==> src/rtl/rsa_xcel_mont_montmularb.sv <==
// Two-requester arbiter in front of one shared Montgomery multiplier; one operation in flight.
// Optional macro RSA_XCEL_MONT_MONTMULARB_FIXED_PRIO_EN: ties always go to requester 0.
module rsa_xcel_mont_montmularb (
    input  logic        clk,
    input  logic        reset,
    input  logic [95:0] req0_msg,
    input  logic        req0_val,
    output logic        req0_rdy,
    output logic [31:0] resp0_msg,
    output logic        resp0_val,
    input  logic        resp0_rdy,
    input  logic [95:0] req1_msg,
    input  logic        req1_val,
    output logic        req1_rdy,
    output logic [31:0] resp1_msg,
    output logic        resp1_val,
    input  logic        resp1_rdy,
    output logic [95:0] mul_req_msg,
    output logic        mul_req_val,
    input  logic        mul_req_rdy,
    input  logic [31:0] mul_resp_msg,
    input  logic        mul_resp_val,
    output logic        mul_resp_rdy,
    output logic        owner,
    output logic        busy
);

    typedef enum logic [1:0] {StIdle, StSend, StWait, StReturn} state_e;

    state_e      state_q, state_d;
    logic        owner_q, owner_d;
    logic [95:0] opnd_q, opnd_d;
    logic [31:0] result_q, result_d;
    logic        winner;
    logic        is_idle;
`ifndef RSA_XCEL_MONT_MONTMULARB_FIXED_PRIO_EN
    logic        last_q, last_d;
`endif

    always_comb begin
        if (req0_val && req1_val) begin
`ifdef RSA_XCEL_MONT_MONTMULARB_FIXED_PRIO_EN
            winner = 1'b0;
`else
            winner = ~last_q;
`endif
        end else begin
            winner = req1_val;
        end
    end

    assign is_idle = (state_q == StIdle);

    // Every handshake output is forced low while reset is asserted.
    assign req0_rdy     = reset && is_idle && !winner && req0_val;
    assign req1_rdy     = reset && is_idle && winner && req1_val;
    assign mul_req_val  = reset && (state_q == StSend);
    assign mul_resp_rdy = reset && (state_q == StWait);
    assign resp0_val    = reset && (state_q == StReturn) && !owner_q;
    assign resp1_val    = reset && (state_q == StReturn) && owner_q;
    assign mul_req_msg  = opnd_q;
    assign resp0_msg    = result_q;
    assign resp1_msg    = result_q;
    assign owner        = owner_q;
    assign busy         = !is_idle;

    always_comb begin
        state_d  = state_q;
        owner_d  = owner_q;
        opnd_d   = opnd_q;
        result_d = result_q;
`ifndef RSA_XCEL_MONT_MONTMULARB_FIXED_PRIO_EN
        last_d   = last_q;
`endif
        case (state_q)
            StIdle: begin
                if (req0_rdy || req1_rdy) begin
                    opnd_d  = winner ? req1_msg : req0_msg;
                    owner_d = winner;
                    state_d = StSend;
                end
            end
            StSend: begin
                if (mul_req_rdy) state_d = StWait;
            end
            StWait: begin
                if (mul_resp_val) begin
                    result_d = mul_resp_msg;
                    state_d  = StReturn;
                end
            end
            StReturn: begin
                if (owner_q ? resp1_rdy : resp0_rdy) begin
`ifndef RSA_XCEL_MONT_MONTMULARB_FIXED_PRIO_EN
                    last_d = owner_q;
`endif
                    state_d = StIdle;
                end
            end
            default: state_d = StIdle;
        endcase
    end

    always_ff @(posedge clk) begin
        if (!reset) begin
            state_q  <= StIdle;
            owner_q  <= 1'b0;
            opnd_q   <= '0;
            result_q <= '0;
`ifndef RSA_XCEL_MONT_MONTMULARB_FIXED_PRIO_EN
            last_q   <= 1'b1;
`endif
        end else begin
            state_q  <= state_d;
            owner_q  <= owner_d;
            opnd_q   <= opnd_d;
            result_q <= result_d;
`ifndef RSA_XCEL_MONT_MONTMULARB_FIXED_PRIO_EN
            last_q   <= last_d;
`endif
        end
    end

endmodule

==> config.mk <==
export PLATFORM = sky130hd
export DESIGN_NAME = rsa_xcel_mont_montmularb
export DESIGN_NICKNAME = d
export VERILOG_FILES = /design/src/rtl/rsa_xcel_mont_montmularb.sv
export SDC_FILE = /design/constraint.sdc
export NUM_CORES = 1
export LEC_CHECK = 0
export CORE_AREA = 2 2 155 157
export CTS_CLUSTER_SIZE = 24
export DETAILED_ROUTE_END_ITERATION = 16
export DIE_AREA = 0 0 157 159
export GPL_TIMING_DRIVEN = 0
export SLEW_MARGIN = 20
export SYNTH_ARGS = -nofsm -noshare
export SYNTH_HDL_FRONTEND = slang
export SYNTH_SLANG_ARGS = --single-unit
==> constraint.sdc <==
create_clock -name clk -period 2.27 [get_ports clk]
set_clock_uncertainty 0.05 [all_clocks]
set_input_delay 0.454 -clock clk [delete_from_list [all_inputs] [get_ports clk]]
set_output_delay 0.454 -clock clk [all_outputs]
set_load 0.01 [all_outputs]
==> metrics.txt <==
ys flop type dfxtp_1; post-synthesis mux area share 0.155; Reg2Reg Depth 7; Reg2Reg Setup Slack 0.23 ns; Hold Startpoint reset; I/O Pins 400; simple-gate share of the synthesized area 0.109; layer with the highest usage met2; Die H 159 µm; antenna cells 0; CTS tree done; post-synth cell types 24; Initial DRC Count 178; drt first pass iters 4; Mapped Area 6330 µm²; Final WS setup 0.0918 ns; Tot GR Track Use 0.184; Yosys warnings 0; gpl congestion 0.744; layout cells sized above 1 0.186; Req. time, crit path 1.77 ns; Core Util, Final 0.489; Initial Utilization 0.273; Area Overhead vs Synth 79.1%; Final period util 0.960; WHS Endpoint last_q; Vias 6107; RSZ-0062 raised after global routing no; Fmax 459 MHz; Tightest Pin Transition 0.782 ns; max-slew violation count 0; vias in the first global route 6431; core area 23200 µm²; # DRC 0; syn_nets 877; CP endpoint kind output pin; largest family of logic cells by synthesized area compound AO/OA/AOI/OAI gates; Critical Path Fanout Max 5; fin nets 1294; Bufs on Longest Clock Path 2; sequential fraction of the synthesis area 0.417; DP HPWL 18700 µm; routed vias/inst 4.40; Rows 56; Clock Sink Count 132; grt total ovfl 0; M3 GR Usage 0.0580; min Tclk post-route 2.18 ns; HP Class in -> reg; final wirelength 23700 µm; crit path launch state_q[0]; synth top area cells dfxtp_1 42%, a211oi_2 18%, mux2i_1 15%; largest net degree at the start of global routing 18; Die Span X 157 µm; initial antenna violation count 0; Cells after Synth 641; CTS HTree Levels 4; VDD IR max 415 µV; worst reg2reg startpoint state_q[0]; Fin. Hold Viols 0; setup violators final 0; Synth Area in Compound Gates 0.219; slew margin rel. 0.479; DIE AREA 25000 µm²; Buffers on Ports 398; met2 GRT Util 0.334; hold_buf cts 0; clk_lat worst skew 0.41 ns; max_cap viols 0; Layout Cells excl Fill 1389; Startpoint Class register; mean post-synth cell area 9.88 µm²; share of Yosys cell area claimed by the top area cell type 0.417; Placed Instances 1358; Adder-Cell Fraction of Synth Area 0.00790; Overall Power 0.0103 W; power density cells 911 nW/µm²; Final ANT Viol Nets 0; number of synthesized flops with an enable pin 0; worst slack at placement -0.761 ns; first-pass GRT wire length 35400 µm; Leakage Power 4.11 nW; reg2reg end mul_req_msg[21]; top cell type by total area after synthesis dfxtp_1; Synth Register Bits 132; XOR/XNOR Fraction of Synth Area 0; wire per inst 17.1 µm; crit path kind reg -> out; Synth async-reset ratio 0; hold path cells 2; arrival time worst endpoint 1.67 ns; clk slew on worst S/H paths 0.06 ns; Num CTS Buffers 17; M1 GR Usage 0.203; status completed; clock root cell clkbuf_16
routing by layer:
metal / wire [µm] / vias to the layer above
li1: - / 3036
met1: 9440 / 2797
met2: 11800 / 248
met3: 2010 / 26
met4: 442 / 0
met5: 0 / -
logic make-up (layout without fill, tap and decap cells):
family / Yosys count / in the layout
and+or+nand+nor: 179 / 179
AOI/OAI and AO/OA: 136 / 136
DFF: 132 / 132
muxes: 98 / 98
buffers and inverters: 92 / 521
adders and majority gates: 4 / 4
flip-flops by register name, indices dropped and copies added (netlist names):
register,flops
mul_req_msg,96
resp0_msg,32
state_q,2
last_q,1
owner,1
repair_timing:
action	in CTS	in global routing
endpoints found under the setup margin	7	4
resized for setup	19	5
pin swaps	1	0
setup buffers	1	0
worst max-delay path, stage by stage, from the launching register on:
cell	delay [ns]
dfxtp_2	0.35
inv_2	0.10
ha_4	0.16
and2_1	0.13
clkdlybuf4s50_1	0.53
Yosys cell counts (2+ instances only):
master    number
a211oi_1       6
a211oi_2      90
a21oi_1       34
and2_1         3
and3_1         2
buf_1          7
buf_2         20
buf_4         35
buf_6         11
clkbuf_1      13
dfxtp_1      132
ha_1           4
inv_1          4
inv_2          2
mux2i_1       98
nand2_1       71
nor2_1       101
o21ai_0        2
where the power goes:
group / leakage (nW) / internal [W] / total, W / switching (W)
combinational: 2.76 / 0.00230 / 0.00445 / 0.00215
sequential: 1.09 / 0.00284 / 0.00315 / 0.000307
clock: 0.271 / 0.00167 / 0.00275 / 0.00107
total: 4.11 / 0.00681 / 0.0103 / 0.00353
placed cells by master (no fill, tap or decap), types with 3 or more instances in the layout:
cell type / n
and2_1: 3
inv_1: 3
inv_2: 3
nand2_1: 71
clkinvlp_4: 5
dlygate4sd2_1: 3
buf_2: 21
buf_6: 10
nor2_1: 100
buf_4: 35
a211oi_2: 90
a21oi_1: 34
buf_1: 7
clkdlybuf4s50_1: 393
clkbuf_16: 17
dfxtp_1: 130
mux2i_1: 98
a211oi_1: 6
clkbuf_1: 14
final cells by class:
class                      count  area [µm²]
buffer                        85         563
clock buffer                  20         457
clock inverter                11         129
fill                        2227       11800
inverter                       6        22.5
multi-input combinational    417        3150
sequential                   132        2650
tap                          319         399
timing repair buffer         399        3980
how the worst max path moves through the flow:
stage / endpoint / slack [ns]
6_report: mul_resp_rdy / 0.09
5_1_grt: mul_req_msg[35] / 0.02
4_1_cts: resp1_val / -0.01
2_1_floorplan: req1_rdy / 0.52
3_5_place_dp: req1_rdy / -0.76
3_3_place_gp: req1_rdy / -0.77
stage by stage:
| step | hold WS (ns) | TNS (ns) | area, µm² |
|---|---|---|---|
| 3_3_place_gp | 0.410 | -5.71 | 10700 |
| 5_1_grt | 0.288 | 0 | 11300 |
| 3_5_place_dp | 0.419 | -5.93 | 10700 |
| 2_1_floorplan | 0.421 | 0 | 6330 |
| 6_report | 0.270 | 0 | 11300 |
| 4_1_cts | 0.257 | -0.0126 | 11300 |
Note: power is estimated with default switching activity, not from simulation.
==> RTL change 1, RTL diff (same settings) <==
The option `RSA_XCEL_MONT_MONTMULARB_FIXED_PRIO_EN` is turned on by a define.
--- a/src/rtl/rsa_xcel_mont_montmularb.sv
+++ b/src/rtl/rsa_xcel_mont_montmularb.sv
@@ -1,4 +1,6 @@
 // Two-requester arbiter in front of one shared Montgomery multiplier; one operation in flight.
 // Optional macro RSA_XCEL_MONT_MONTMULARB_FIXED_PRIO_EN: ties always go to requester 0.
+`define RSA_XCEL_MONT_MONTMULARB_FIXED_PRIO_EN
+
 module rsa_xcel_mont_montmularb (
     input  logic        clk,
Formal check against the unedited RTL: same outputs for any inputs over 4 cycles, from zero or initial values and one cycle with reset low; that may be too few to reach the edited logic, so the function may still have changed.
==> RTL change 1 against the unedited design <==
Sequential share of layout area is 0.63 points higher. Synthesized area is 7.3% lower. Cell area is 3.5% lower. Register-to-register slack improved by 0.25 ns. Sequential cell count fell by 1. Synthesized cell count down 0.94%. Routed wire length shrank 2.9%. Worst setup slack improved by 0.0017 ns. Total power decreased by 3.0%.
==> RTL change 1: results (changes against the unedited design) <==
metric	value	unit	change
status	finished clean		
pre-CTS worst setup slack	-0.477	ns	+0.284 ns
total track usage	17.8	%	-0.65 points
layout cell share with drive strength beyond 1	9.96	%	-8.6 points
hold endpoint	owner		
grt met1 use	19.3	%	-0.97 points
Post-Syn Instances	635		-0.94%
ys flop type	dfxtp_1		
Post-Syn Nets	871		-0.68%
FF-to-FF End	mul_req_msg[53]		
Min Hold Slack	0.273	ns	+0.00300 ns
WL per Instance	16.6	um	-2.5%
met2 Usage GRT	32.4	%	-0.96 points
Seq/Total Area, Yosys	44.7	%	+2.9 points
Routability Congestion	0.751		+0.93%
DR vias/cell	4.32		-1.6%
Commonest cells post-synth	131 x dfxtp_1, 100 x nor2_1, 98 x mux2i_1		
DP Wirelength	18100	um	-3.3%
top post-synthesis cells by area	dfxtp_1 45%, mux2i_1 17%, a211oi_1 12%, nor2_1 6.4%, buf_4 5.9%		
Worst Hold Depth	2		unchanged
Unique masters post-synth	23		-4.2%
GR met3 Demand/Resource	6.48	%	+0.68 points
initial DRC count	211		+19%
layout filler cell count	2304		+3.5%
synth warn	0		unchanged
CP Max Fanout	10		+5
R2R Setup Slk	0.48	ns	+0.25 ns
Placed Area	10300	sq um	-4.3%
P_leak	4.53	nW	+10%
worst vdd ir	381	uV	-8.3%
hold crit path type	in -> reg		
Worst Max-Slew Pin Slew	0.563	ns	-0.219 ns
first-pass GRT wire length	33700	um	-4.9%
Hold Crit Start	req0_val		
DP Cell Count	1352		-0.44%
largest net degree at the start of global routing	17		-1
Worst-Skew Late Latency	0.41	ns	about the same
via count	5985		-2.0%
vias in the first global route	5869		-8.7%
Final nets	1289		-0.39%
max incr delay on CP	0.50	ns	-0.03 ns
initial antenna violation count	1		+1
## RTL change 1: cell count changes in the layout (fill, tap and decap cells not counted), sizes merged, moves of 3 or more
cell | before | now
bufinv | 2 | 6
dlymetal6s2s | 0 | 3
clkinvlp | 5 | 2
clkdlybuf4s50 | 393 | 390
## RTL change 1: what timing repair did
item | in CTS | in global routing
buffers inserted | 1 | 0
gates resized for setup | 11 | 5
setup endpoints to repair | 6 | 3
endpoints found under the hold margin | 0 | 0
## RTL change 1: through the flow
step | setup TNS, ns | util, %
3_5_place_dp | -0.477 | 44.2
2_1_floorplan | 0 | -
6_report | 0 | 47.2
4_1_cts | 0 | 47.2
5_1_grt | 0 | 47.2
3_3_place_gp | -0.468 | 44.2
## RTL change 1: worst max-delay path by stage
stage,from,to,slack (ns),cells past startpoint
2_1_floorplan,req0_val,req1_rdy,0.59,5
3_3_place_gp,req0_val,req1_rdy,-0.47,7
3_5_place_dp,req0_val,req1_rdy,-0.48,7
4_1_cts,req0_val,req1_rdy,0.0003,7
5_1_grt,req1_val,req1_rdy,0.006,7
6_report,req1_val,req1_rdy,0.09,7
## RTL change 1: layout make-up
class | instances | area, sq um | area share, %
plain buffers | 86 | 593 | 5.41
diodes | 1 | 2.50 | 0.0228
clock inverters | 12 | 230 | 2.10
multi-input cells | 412 | 2660 | 24.2
well taps | 319 | 399 | 3.64
clock buffers | 18 | 439 | 4.01
flip-flops and latches | 131 | 2620 | 23.9
repair buffers | 399 | 3990 | 36.4
inverters | 6 | 22.5 | 0.206
## RTL change 1: layer usage
layer | part of all wire [%] | vias to the layer above
met3 | 9.0 | 12
met4 | 1.1 | 0
met2 | 50 | 253
li1 | - | 3027
met5 | 0 | -
met1 | 39 | 2693
## RTL change 1: cell families (layout without fill, tap and decap cells)
kind of cell,after synthesis,after routing,synth area share [%]
buffers and inverters,92,521,10.4
AO/OA/AOI/OAI,133,133,15.6
other,0,1,0
adder cells (fa/ha/maj),4,4,0.852
flip-flops,131,131,44.7
AND/OR/NAND/NOR,177,177,11.8
multiplexers,98,98,16.7
## RTL change 1: report_power, final
| group | internal (mW) | switching [mW] | leakage, nW |
|---|---|---|---|
| sequential | 2.81 | 0.286 | 1.08 |
| clock | 2.09 | 1.08 | 0.319 |
| combinational | 2.01 | 1.75 | 3.14 |
==> RTL change 2, RTL diff (same settings) <==
Made on the original files. Reset style: asynchronous (`reset`), changed in one clocked block.
--- a/src/rtl/rsa_xcel_mont_montmularb.sv
+++ b/src/rtl/rsa_xcel_mont_montmularb.sv
@@ -102,5 +102,5 @@
     end
 
-    always_ff @(posedge clk) begin
+    always_ff @(posedge clk or negedge reset) begin
         if (!reset) begin
             state_q  <= StIdle;
Formal check against the unedited RTL: differs if reset is asserted again (counterexample within 4 cycles, from zero or initial values and one cycle with reset low); with reset held inactive, the same outputs for 4 cycles.
==> RTL change 2 against the unedited design <==
Total power rose by 35%. Worst setup slack got worse by 0.026 ns. Die area did not move. Maximum frequency fell by 1.2%. Routed wire length fell by 3.7%. Sequential power rose by 31%. Via count fell by 7.9%. Global-route usage fell by 0.067 points. Synthesized area fell by 3.1%. Cell area rose by 1.3%. Sequential cell count did not move. Critical path type is now in -> out. Critical endpoint is now req1_rdy. Largest cell class unchanged. Largest power group unchanged.
==> RTL change 2: results (changes against the unedited design) <==
metric	value	unit	change
status	finished clean		
CTS buffer count	17		unchanged
Worst path slowest cell	clkdlybuf4s50_1		
max incr delay on CP	0.49	ns	-0.04 ns
largest net degree at the start of global routing	39		+21
worst vdd ir	457	uV	+10%
synth warn	0		unchanged
Post-Syn Nets	788		-10%
Final Slew Violations	0		unchanged
Placed Area	10600	sq um	-1.4%
post-route insts no fill	1318		-5.1%
DP Wirelength	17500	um	-6.7%
first-pass GRT wire length	34600	um	-2.3%
top post-synthesis cells by area	dfrtp_1 53%, mux2i_1 16%, nand2_1 6.2%, mux2_2 5.9%, o21ai_0 5.1%		
Seq/Total Area, Yosys	53.8	%	+12 points
layout cell share with drive strength beyond 1	14.4	%	-4.2 points
number of flip-flops in the largest register	96		unchanged
pre-CTS worst setup slack	-0.611	ns	+0.150 ns
CP Max Fanout	10		+5
cell family with most CP delay	buffers and inverters		
grt met1 use	21.6	%	+1.3 points
ys async rst share	100	%	+100 points
Slew HR	60.1	%	+12 points
GR met3 Demand/Resource	5.17	%	-0.63 points
hold crit path type	in -> async		
ys flop type	dfrtp_1		
P_leak	5.11	nW	+24%
Commonest cells post-synth	131 x dfrtp_1, 101 x nand2_1, 97 x mux2i_1		
Total Routed Length	22800	um	-3.7%
# port buffers	399		+0.25%
Max clock buf depth	2		unchanged
Unique masters post-synth	25		+4.2%
vias in the first global route	5827		-9.4%
initial antenna violation count	1		+1
CTS Root Cell	clkbuf_16		
Clock Pin Slew Worst Setup and Hold Paths	0.06	ns	about the same
initial DRC count	181		+1.7%
Worst-Skew Late Latency	0.41	ns	about the same
final setup vio count	0		unchanged
met2 Usage GRT	32.3	%	-1.1 points
Routability Congestion	0.745		+0.13%
total track usage	18.4	%	-0.067 points
Post-Syn Instances	552		-14%
Initial DRT Pass Iterations	4		unchanged
H-tree levels	4		unchanged
Final nets	1223		-5.5%
DP Cell Count	1271		-6.4%
critical path arrival	1.70	ns	+0.03 ns
DR vias/cell	4.27		-3.0%
RTL change 2: cell count changes in the layout (fill, tap and decap cells not counted), moves of 32 or more:
cell      delta
a211oi_2    -90
a21oi_1     -32
dfrtp_1    +131
dfxtp_1    -130
mux2_2      +32
nor2_1      -96
o21ai_0     +61
o21ai_1     +33
RTL change 2: report_power, final:
part | leakage, nW | switching [mW] | internal (mW)
combinational | 3.16 | 2.66 | 3.98
sequential | 1.63 | 0.678 | 3.47
clock | 0.318 | 1.07 | 2.08
total | 5.11 | 4.41 | 9.53
RTL change 2: timing repair:
item | in CTS | in global routing
endpoints found under the hold margin | 60 | 0
hold buffers | 4 | 0
cloned | 2 | 0
resized for setup | 23 | 2
setup endpoints to repair | 7 | 2
buffers inserted | 2 | 8
RTL change 2: tightest hold or removal path: cells and delay by family:
kind	cells	cell delay [ns]
buffers and inverters	3	0.38
RTL change 2: logic make-up (layout without fill, tap and decap cells):
kind of cell | Yosys count | after routing | synth area share, %
buffers and inverters | 72 | 518 | 7.71
flip-flops | 132 | 132 | 53.8
other | 0 | 1 | 0
multiplexers | 130 | 130 | 21.9
AND/OR/NAND/NOR | 111 | 111 | 6.99
AO/OA/AOI/OAI | 103 | 103 | 8.77
adder cells (fa/ha/maj) | 4 | 4 | 0.816
RTL change 2: final timing paths:
path	slack, ns	depth (start not counted)	endpoint	start
setup / recovery	0.07	6	req1_rdy	req1_val
hold / removal	0.03	3	mul_req_msg[80]	reset
setup reg to reg	0.34	8	mul_req_msg[84]	state_q[0]
hold reg to reg	0.43	2	mul_req_msg[41]	mul_req_msg[41]
max in group asynchronous	1.87	2	resp0_msg[0]	reset
min in group clk	0.43	2	mul_req_msg[41]	mul_req_msg[41]
RTL change 2: final cells by class:
cell class	count	area, sq um
fillers	2183	11700
repair buffers	416	4250
plain buffers	67	472
clock buffers	18	439
clock inverters	12	230
multi-input cells	348	2380
well taps	319	399
diodes	1	2.50
inverters	5	18.8
flip-flops and latches	132	3300
RTL change 2: routing by layer:
layer	up-vias	share of wire, %
li1	2735	-
met1	2638	40
met4	0	1.6
met5	-	0
met3	24	7.7
met2	225	51
